--- src/rtl/axis_switch_v2.sv ---
// axis_switch_v2: 1-to-N AXI4-Stream demux with a 2-entry skid buffer, packet-aware channel select and drop counter.
// Define AXIS_SWITCH_V2_BCAST_EN to make cfg_sel=0xFF a broadcast to all channels.
module axis_switch_v2 #(
  parameter int B = 16,
  parameter int N = 16
) (
  input  logic           aclk,
  input  logic           aresetn,
  input  logic [7:0]     cfg_sel,
  input  logic           cfg_we,
  output logic           cfg_busy,
  output logic [7:0]     cfg_cur,
  output logic [31:0]    drop_cnt,
  input  logic           s_axis_tvalid,
  output logic           s_axis_tready,
  input  logic [B-1:0]   s_axis_tdata,
  input  logic           s_axis_tlast,
  output logic [N-1:0]   m_axis_tvalid,
  input  logic [N-1:0]   m_axis_tready,
  output logic [N*B-1:0] m_axis_tdata,
  output logic [N-1:0]   m_axis_tlast
);
  typedef enum logic {IDLE, PKT} state_e;
  state_e state_q, state_d;
  logic rdy_q;
  logic [7:0] pend_q, pend_d, cur_q, cur_d, out_tag_q, out_tag_d, sk_tag_q, sk_tag_d;
  logic busy_q, busy_d, out_v_q, out_v_d, sk_v_q, sk_v_d;
  logic [31:0] drop_q, drop_d;
  logic [B:0] out_q, out_d, sk_q, sk_d;
  logic acc, drop, enq, ret, apply, in_bc, out_bc;
`ifdef AXIS_SWITCH_V2_BCAST_EN
  assign in_bc = cur_q == 8'hFF;
  assign out_bc = out_tag_q == 8'hFF;
`else
  assign in_bc = 1'b0;
  assign out_bc = 1'b0;
`endif
  assign s_axis_tready = rdy_q & ~sk_v_q;
  assign acc = s_axis_tvalid & s_axis_tready;
  assign drop = acc & ~in_bc & (32'(cur_q) >= 32'(N));
  assign enq = acc & ~drop;
  assign ret = out_v_q & (out_bc ? &m_axis_tready : |(m_axis_tvalid & m_axis_tready));
  // Pending select lands between packets: idle with no beat, or right as a tlast beat is taken
  assign apply = busy_q & (acc ? s_axis_tlast : state_q == IDLE);
  assign cfg_busy = busy_q;
  assign cfg_cur = cur_q;
  assign drop_cnt = drop_q;
  always_comb begin
    state_d = acc ? (s_axis_tlast ? IDLE : PKT) : state_q;
    cur_d = apply ? pend_q : cur_q;
    pend_d = cfg_we ? cfg_sel : pend_q;
    busy_d = cfg_we | (busy_q & ~apply);
    drop_d = (drop & ~&drop_q) ? drop_q + 32'd1 : drop_q;
    out_v_d = out_v_q;
    out_d = out_q;
    out_tag_d = out_tag_q;
    sk_v_d = sk_v_q;
    sk_d = sk_q;
    sk_tag_d = sk_tag_q;
    if (!out_v_q || ret) begin
      out_v_d = sk_v_q | enq;
      out_d = sk_v_q ? sk_q : {s_axis_tlast, s_axis_tdata};
      out_tag_d = sk_v_q ? sk_tag_q : cur_q;
      sk_v_d = 1'b0;
    end else if (enq) begin
      sk_v_d = 1'b1;
      sk_d = {s_axis_tlast, s_axis_tdata};
      sk_tag_d = cur_q;
    end
  end
  always_ff @(posedge aclk or negedge aresetn) begin
    if (!aresetn) begin
      state_q <= IDLE;
      rdy_q <= 1'b0;
      pend_q <= '0;
      cur_q <= '0;
      busy_q <= 1'b0;
      drop_q <= '0;
      out_v_q <= 1'b0;
      out_q <= '0;
      out_tag_q <= '0;
      sk_v_q <= 1'b0;
      sk_q <= '0;
      sk_tag_q <= '0;
    end else begin
      state_q <= state_d;
      rdy_q <= 1'b1;
      pend_q <= pend_d;
      cur_q <= cur_d;
      busy_q <= busy_d;
      drop_q <= drop_d;
      out_v_q <= out_v_d;
      out_q <= out_d;
      out_tag_q <= out_tag_d;
      sk_v_q <= sk_v_d;
      sk_q <= sk_d;
      sk_tag_q <= sk_tag_d;
    end
  end
  for (genvar k = 0; k < N; k++) begin : g_ch
    logic hit;
    assign hit = out_v_q & (out_bc | out_tag_q == 8'(k));
    assign m_axis_tvalid[k] = hit;
    assign m_axis_tlast[k] = hit & out_q[B];
    assign m_axis_tdata[k*B +: B] = hit ? out_q[B-1:0] : '0;
  end
endmodule

--- config.mk ---
export PLATFORM = sky130hd
export DESIGN_NAME = axis_switch_v2
export DESIGN_NICKNAME = d
export VERILOG_FILES = /design/src/rtl/axis_switch_v2.sv
export SDC_FILE = /design/constraint.sdc
export NUM_CORES = 1
export LEC_CHECK = 0
export BUFFER_PORTS_ARGS = -buffer_cell sky130_fd_sc_hd__buf_2
export CAP_MARGIN = 20
export CORE_AREA = 2 2 144 146
export CTS_BUF_LIST = sky130_fd_sc_hd__clkbuf_8
export DETAILED_ROUTE_END_ITERATION = 7
export DIE_AREA = 0 0 146 148
export GPL_TIMING_DRIVEN = 0
export PLACE_DENSITY = 0.7
export SYNTH_ARGS = -nofsm -noshare
export SYNTH_HDL_FRONTEND = slang
export SYNTH_SLANG_ARGS = --single-unit
--- constraint.sdc ---
create_clock -name aclk -period 2.9 [get_ports aclk]
set_input_delay 0.29 -clock aclk [delete_from_list [all_inputs] [get_ports aclk]]
set_output_delay 0.29 -clock aclk [all_outputs]
set_load 0.01 [all_outputs]
Word-level counts from Yosys, hierarchy flattened:

Index checks and enable logic that the tools add are counted.

* bitwise logic cells: 48
* eq/ne operators: 15
* order comparisons: 1
* muxes and demuxes: 22
* reductions and logical operators: 8
* add/subtract/negate cells: 1

Operators by type and width (number)
* $mux 16: 16
* $eq 8x4->1 const B: 8
* $and 1x1->1: 40
* $add 32x1->32 const B: 1
* $eq 8x3->1 const B: 4
* $reduce_and 32->1: 1
* $mux 17: 1
* $and 16x16->16: 1
* $eq 8x2->1 const B: 2
* $reduce_or 16->1: 1
* $eq 8x1->1 const B: 1
* $ge 8x5->1 const B: 1
* $logic_not 8->1: 1
* $mux 8: 1
* $not 1->1: 5
* $mux 1: 4
* $logic_not 1->1: 2
* $or 1x1->1: 2
* $reduce_and 2->1: 1
* $reduce_bool 2->1: 1
* $logic_or 1x1->1: 1

* bits of input ports: 45
* register bits: 103
* word-level logic and storage cells: 107
* output and inout port bits: 330

Logic depth before layout (Yosys ltp):

* depth in word-level cells: 8
* mapped depth: 7
* depth with buffers taken out: 6

Worst setup path before layout:

No wires, ideal clock.

* path type: register to output
* start: register out_tag_q[5]
* end: output port m_axis_tdata[134]
* required time: 2.610 ns
* arrival: 2.077 ns
* stages on the path, launching flop included: 6
* path slack: 0.533 ns
* cell sequence: dfrtp_1 -> or4b_4 -> or4_1 -> nor3_2 -> buf_2 -> and2_1

* cells in the longest elaborated chain, start to end: 3

RTL lines
* from (decl): RTL line 26 `logic [7:0] pend_q, pend_d, cur_q, cur_d, out_tag_q, out_tag_d, sk_tag_q, sk_tag_d;`
* from (signal assigned): RTL line 94 `out_tag_q <= out_tag_d;`
* $eq 8x4->1: RTL line 102 `assign hit = out_v_q & (out_bc | out_tag_q == 8'(k));`
* $and 1x1->1: RTL line 102
* net g_ch[8].hit: RTL line 101 `logic hit;`
* $mux 16: RTL line 105 `assign m_axis_tdata[k*B +: B] = hit ? out_q[B-1:0] : '0;`
* to (decl): RTL line 20 `output logic [N*B-1:0] m_axis_tdata,`

The timed path passes the listed nets, and every way through them passes these cells.

Final worst setup path:

* start: register out_tag_q[5]
* end: output port m_axis_tdata[129]

* cells in the longest elaborated chain, start to end: 3

RTL lines (RTL line)
* $eq 8x4->1: 102
* $and 1x1->1: 102
* $mux 16: 105

No other way between the ends.

==> flow_metrics.tcl <==
set metrics [dict create \
    outcome "finished with violations" \
    violations "negative setup slack" \
    min_path_type "in -> reg" \
    tritoncts "yes" \
    synth_cells 701 \
    fin_total_pwr_mw 5.473 \
    grt_pass1_wl_mm 38.36 \
    vdd_drop_max_uv 528.7 \
    highest_layer "met5" \
    num_vias 6562 \
    die_y_um 148 \
    synth_cell_types 52 \
    ant_nets 0 \
    min_period_ps 2919 \
    cp-end-kind "primary output" \
    track_usage_pct 23.03 \
    ys_async_sr_fraction_pct 100.0 \
    dr_wl_met3_mm 1.573 \
    leakage_nw 5.478 \
    grt_pass1_vias 6195 \
    setup_viol 5 \
    synth-seq-cells 103 \
    post_drt_wl_per_cell_um 19.03 \
    yosys_warnings 0 \
    crit_required_ps 2610 \
    clk_pin_slew_ps 100 \
    vias_per_cell 4.724 \
    synth_ff_type "dfrtp_1" \
    synth_edf_count 0 \
    layout-drive-gt1-share_pct 51.43 \
    drtPass1Iterations 6 \
    grt_antenna_before_repair 3 \
    rows 52 \
    dp_slack_ps -245.2 \
    wl_mm 26.43 \
    clk-insertion-delay-late_ps 370 \
    io_buffers 373 \
    layout.nets 1157 \
    syn_nets 747 \
    route.met2.wl_mm 13.74 \
    dieWidth_um 146 \
    syn-cell-area_sq_mm 0.006917 \
    finalHoldViolCount 0 \
    start_util_pct 34.52 \
    critPathKind "reg -> out" \
    cts_root_buf "clkbuf_8" \
    cp_data_arrival_time_ps 2630 \
    cts_buffer_depth 2 \
    drtIter0Drc 248 \
    htreeDepth 3 \
    drt-met1-wl_mm 10.34 \
    cts_made_buffers 9 \
    routabilityCongestion 0.8863 \
    cts.sinks 103 \
    core-area_sq_mm 0.02004 \
    finClkSkew_ps 14.50 \
    critPathLaunchType "register" \
    ys_seq_area_share_pct 37.26 \
    max_cap_violations 0 \
    crit_path_max_fanout 6 \
    grt-ovfl-total 0 \
    period_share_pct 100.6 \
    report.final.slew_viol_count 0 \
    syn_area_per_cell_sq_um 9.867 \
    dp_hpwl_mm 19.10 \
    fin_ws_ps -18.66 \
    rsz0062_at_grt "true" \
    tightest_slew_ps 662.6 \
    area_growth_pct 42.80 \
    fmax_ghz 0.3426 \
    drc 0 \
    die-area_sq_mm 0.02161 \
    grt_max_degree 62 \
    ios 375 \
    powerDensity_mw_per_mm2 554.1 \
    relSlewSlack_pct 55.83 \
]
## per-stage QoR
stage	util (%)	hold slack, ps	instances	area (sq um)	TNS, ps
after floorplan	-	-5.591	701	6917	0
after global placement	45.52	463.0	1344	9121	-6712
after detailed placement	45.67	323.8	1345	9151	-8189
after CTS	48.05	124.1	1377	9628	0
after global routing	49.26	116.5	1387	9872	-1485
final	49.29	145.8	1389	9877	-43.58
## cell usage in the layout, fill, tap and decap left out, drive strengths merged, types with 4 or more instances in the layout
| master | synthesis | layout |
|---|---|---|
| and2 | 277 | 277 |
| and3 | 5 | 5 |
| buf | 29 | 431 |
| clkbuf | 34 | 40 |
| clkinv | 0 | 4 |
| dfrtp | 103 | 103 |
| inv | 8 | 9 |
| mux2 | 84 | 84 |
| mux2i | 6 | 6 |
| nand2 | 16 | 16 |
| nand3 | 22 | 22 |
| nand3b | 4 | 4 |
| nand4 | 15 | 15 |
| nor2 | 24 | 24 |
| nor3 | 9 | 9 |
| or4 | 4 | 4 |
| xnor2 | 27 | 27 |
## kinds of logic after synthesis
| family | share of synthesized area [%] |
|---|---|
| and+or+nand+nor | 35.08 |
| buffers and inverters | 5.318 |
| xor gates and xnor gates | 3.799 |
| adders and majority gates | 0.1809 |
| DFF | 37.26 |
| other | 0.05422 |
| muxes | 16.28 |
| AOI/OAI and AO/OA | 2.026 |
## critical path, stage by stage (launching register included)
cell and delay, ps:
dfrtp_1 390, or4b_4 580, or4_4 500, nor3_4 230, buf_6 170, buf_6 130, and2_4 150, buf_6 100
## layout make-up
class,count,area (sq um)
Timing Repair Buffer,402,2231
Sequential cell,103,2577
Clock buffer,10,137.6
Multi-Input combinational cell,527,4138
Fill cell,1911,10160
Tap cell,270,337.8
Antenna cell,3,7.507
Buffer,60,364.1
Clock inverter,6,53.80
Inverter,8,30.03
## synth_stat cells (6+ instances only)
cell type	number	area share, %
mux2_4	26	5.6
and2_1	277	25
buf_2	9	0.65
nand2_1	16	0.87
xnor2_1	27	3.4
clkbuf_1	34	1.8
nand4_1	14	1.3
dfrtp_1	103	37
inv_1	8	0.43
nand3_1	21	1.5
mux2i_1	6	0.87
mux2_1	6	0.98
nor2_1	21	1.1
buf_4	16	1.7
mux2_2	52	8.5
## per-layer routing
metal	vias to the layer above	track usage, %
li1	3114	-
met1	3141	27.56
met2	261	41.79
met3	44	4.167
met4	2	7.670
met5	-	0
## path summary, 6_finish.rpt
path                                               start                      end  slack [ps]  depth (start not counted)
worst max-delay path            out_tag_q[5]$_DFFE_PN0P_        m_axis_tdata[129]         -20                          7
worst min-delay path                          cfg_sel[3]    pend_q[3]$_DFFE_PN0P_         150                          2
worst max register to register  out_tag_q[5]$_DFFE_PN0P_      sk_q[4]$_DFFE_PN0P_         240                          8
worst min register to register   sk_tag_q[6]$_DFFE_PN0P_  sk_tag_q[6]$_DFFE_PN0P_         490                          1
max in group asynchronous                        aresetn  drop_cnt[0]$_DFFE_PN0P_        1740                          3
min in group asynchronous                        aresetn    pend_q[3]$_DFFE_PN0P_         460                          2
## repair_timing
item,in CTS,in global routing
setup buffers,18,8
cloned,0,1
endpoints found under the hold margin,42,0
pin swaps,14,7
hold buffers,1,0
gates resized for setup,37,44
setup endpoints to repair,256,142
## power by group
group	internal [mW]	switching (mW)	total (mW)
Clock	0.348	0.527	0.875
Combinational	0.950	1.23	2.18
Sequential	1.82	0.596	2.42
## flip-flops by register name (all words and copies together) (netlist names)
register and flops:
out_tag_q 8, sk_tag_q 8, sk_v_q 1, out_v_q 1, pend_q 8, sk_q 17
cfg_cur 8, out_q 17, rdy_q 1, drop_cnt 32, cfg_busy 1, state_q 1
Note: power is estimated with default switching activity, not from simulation.
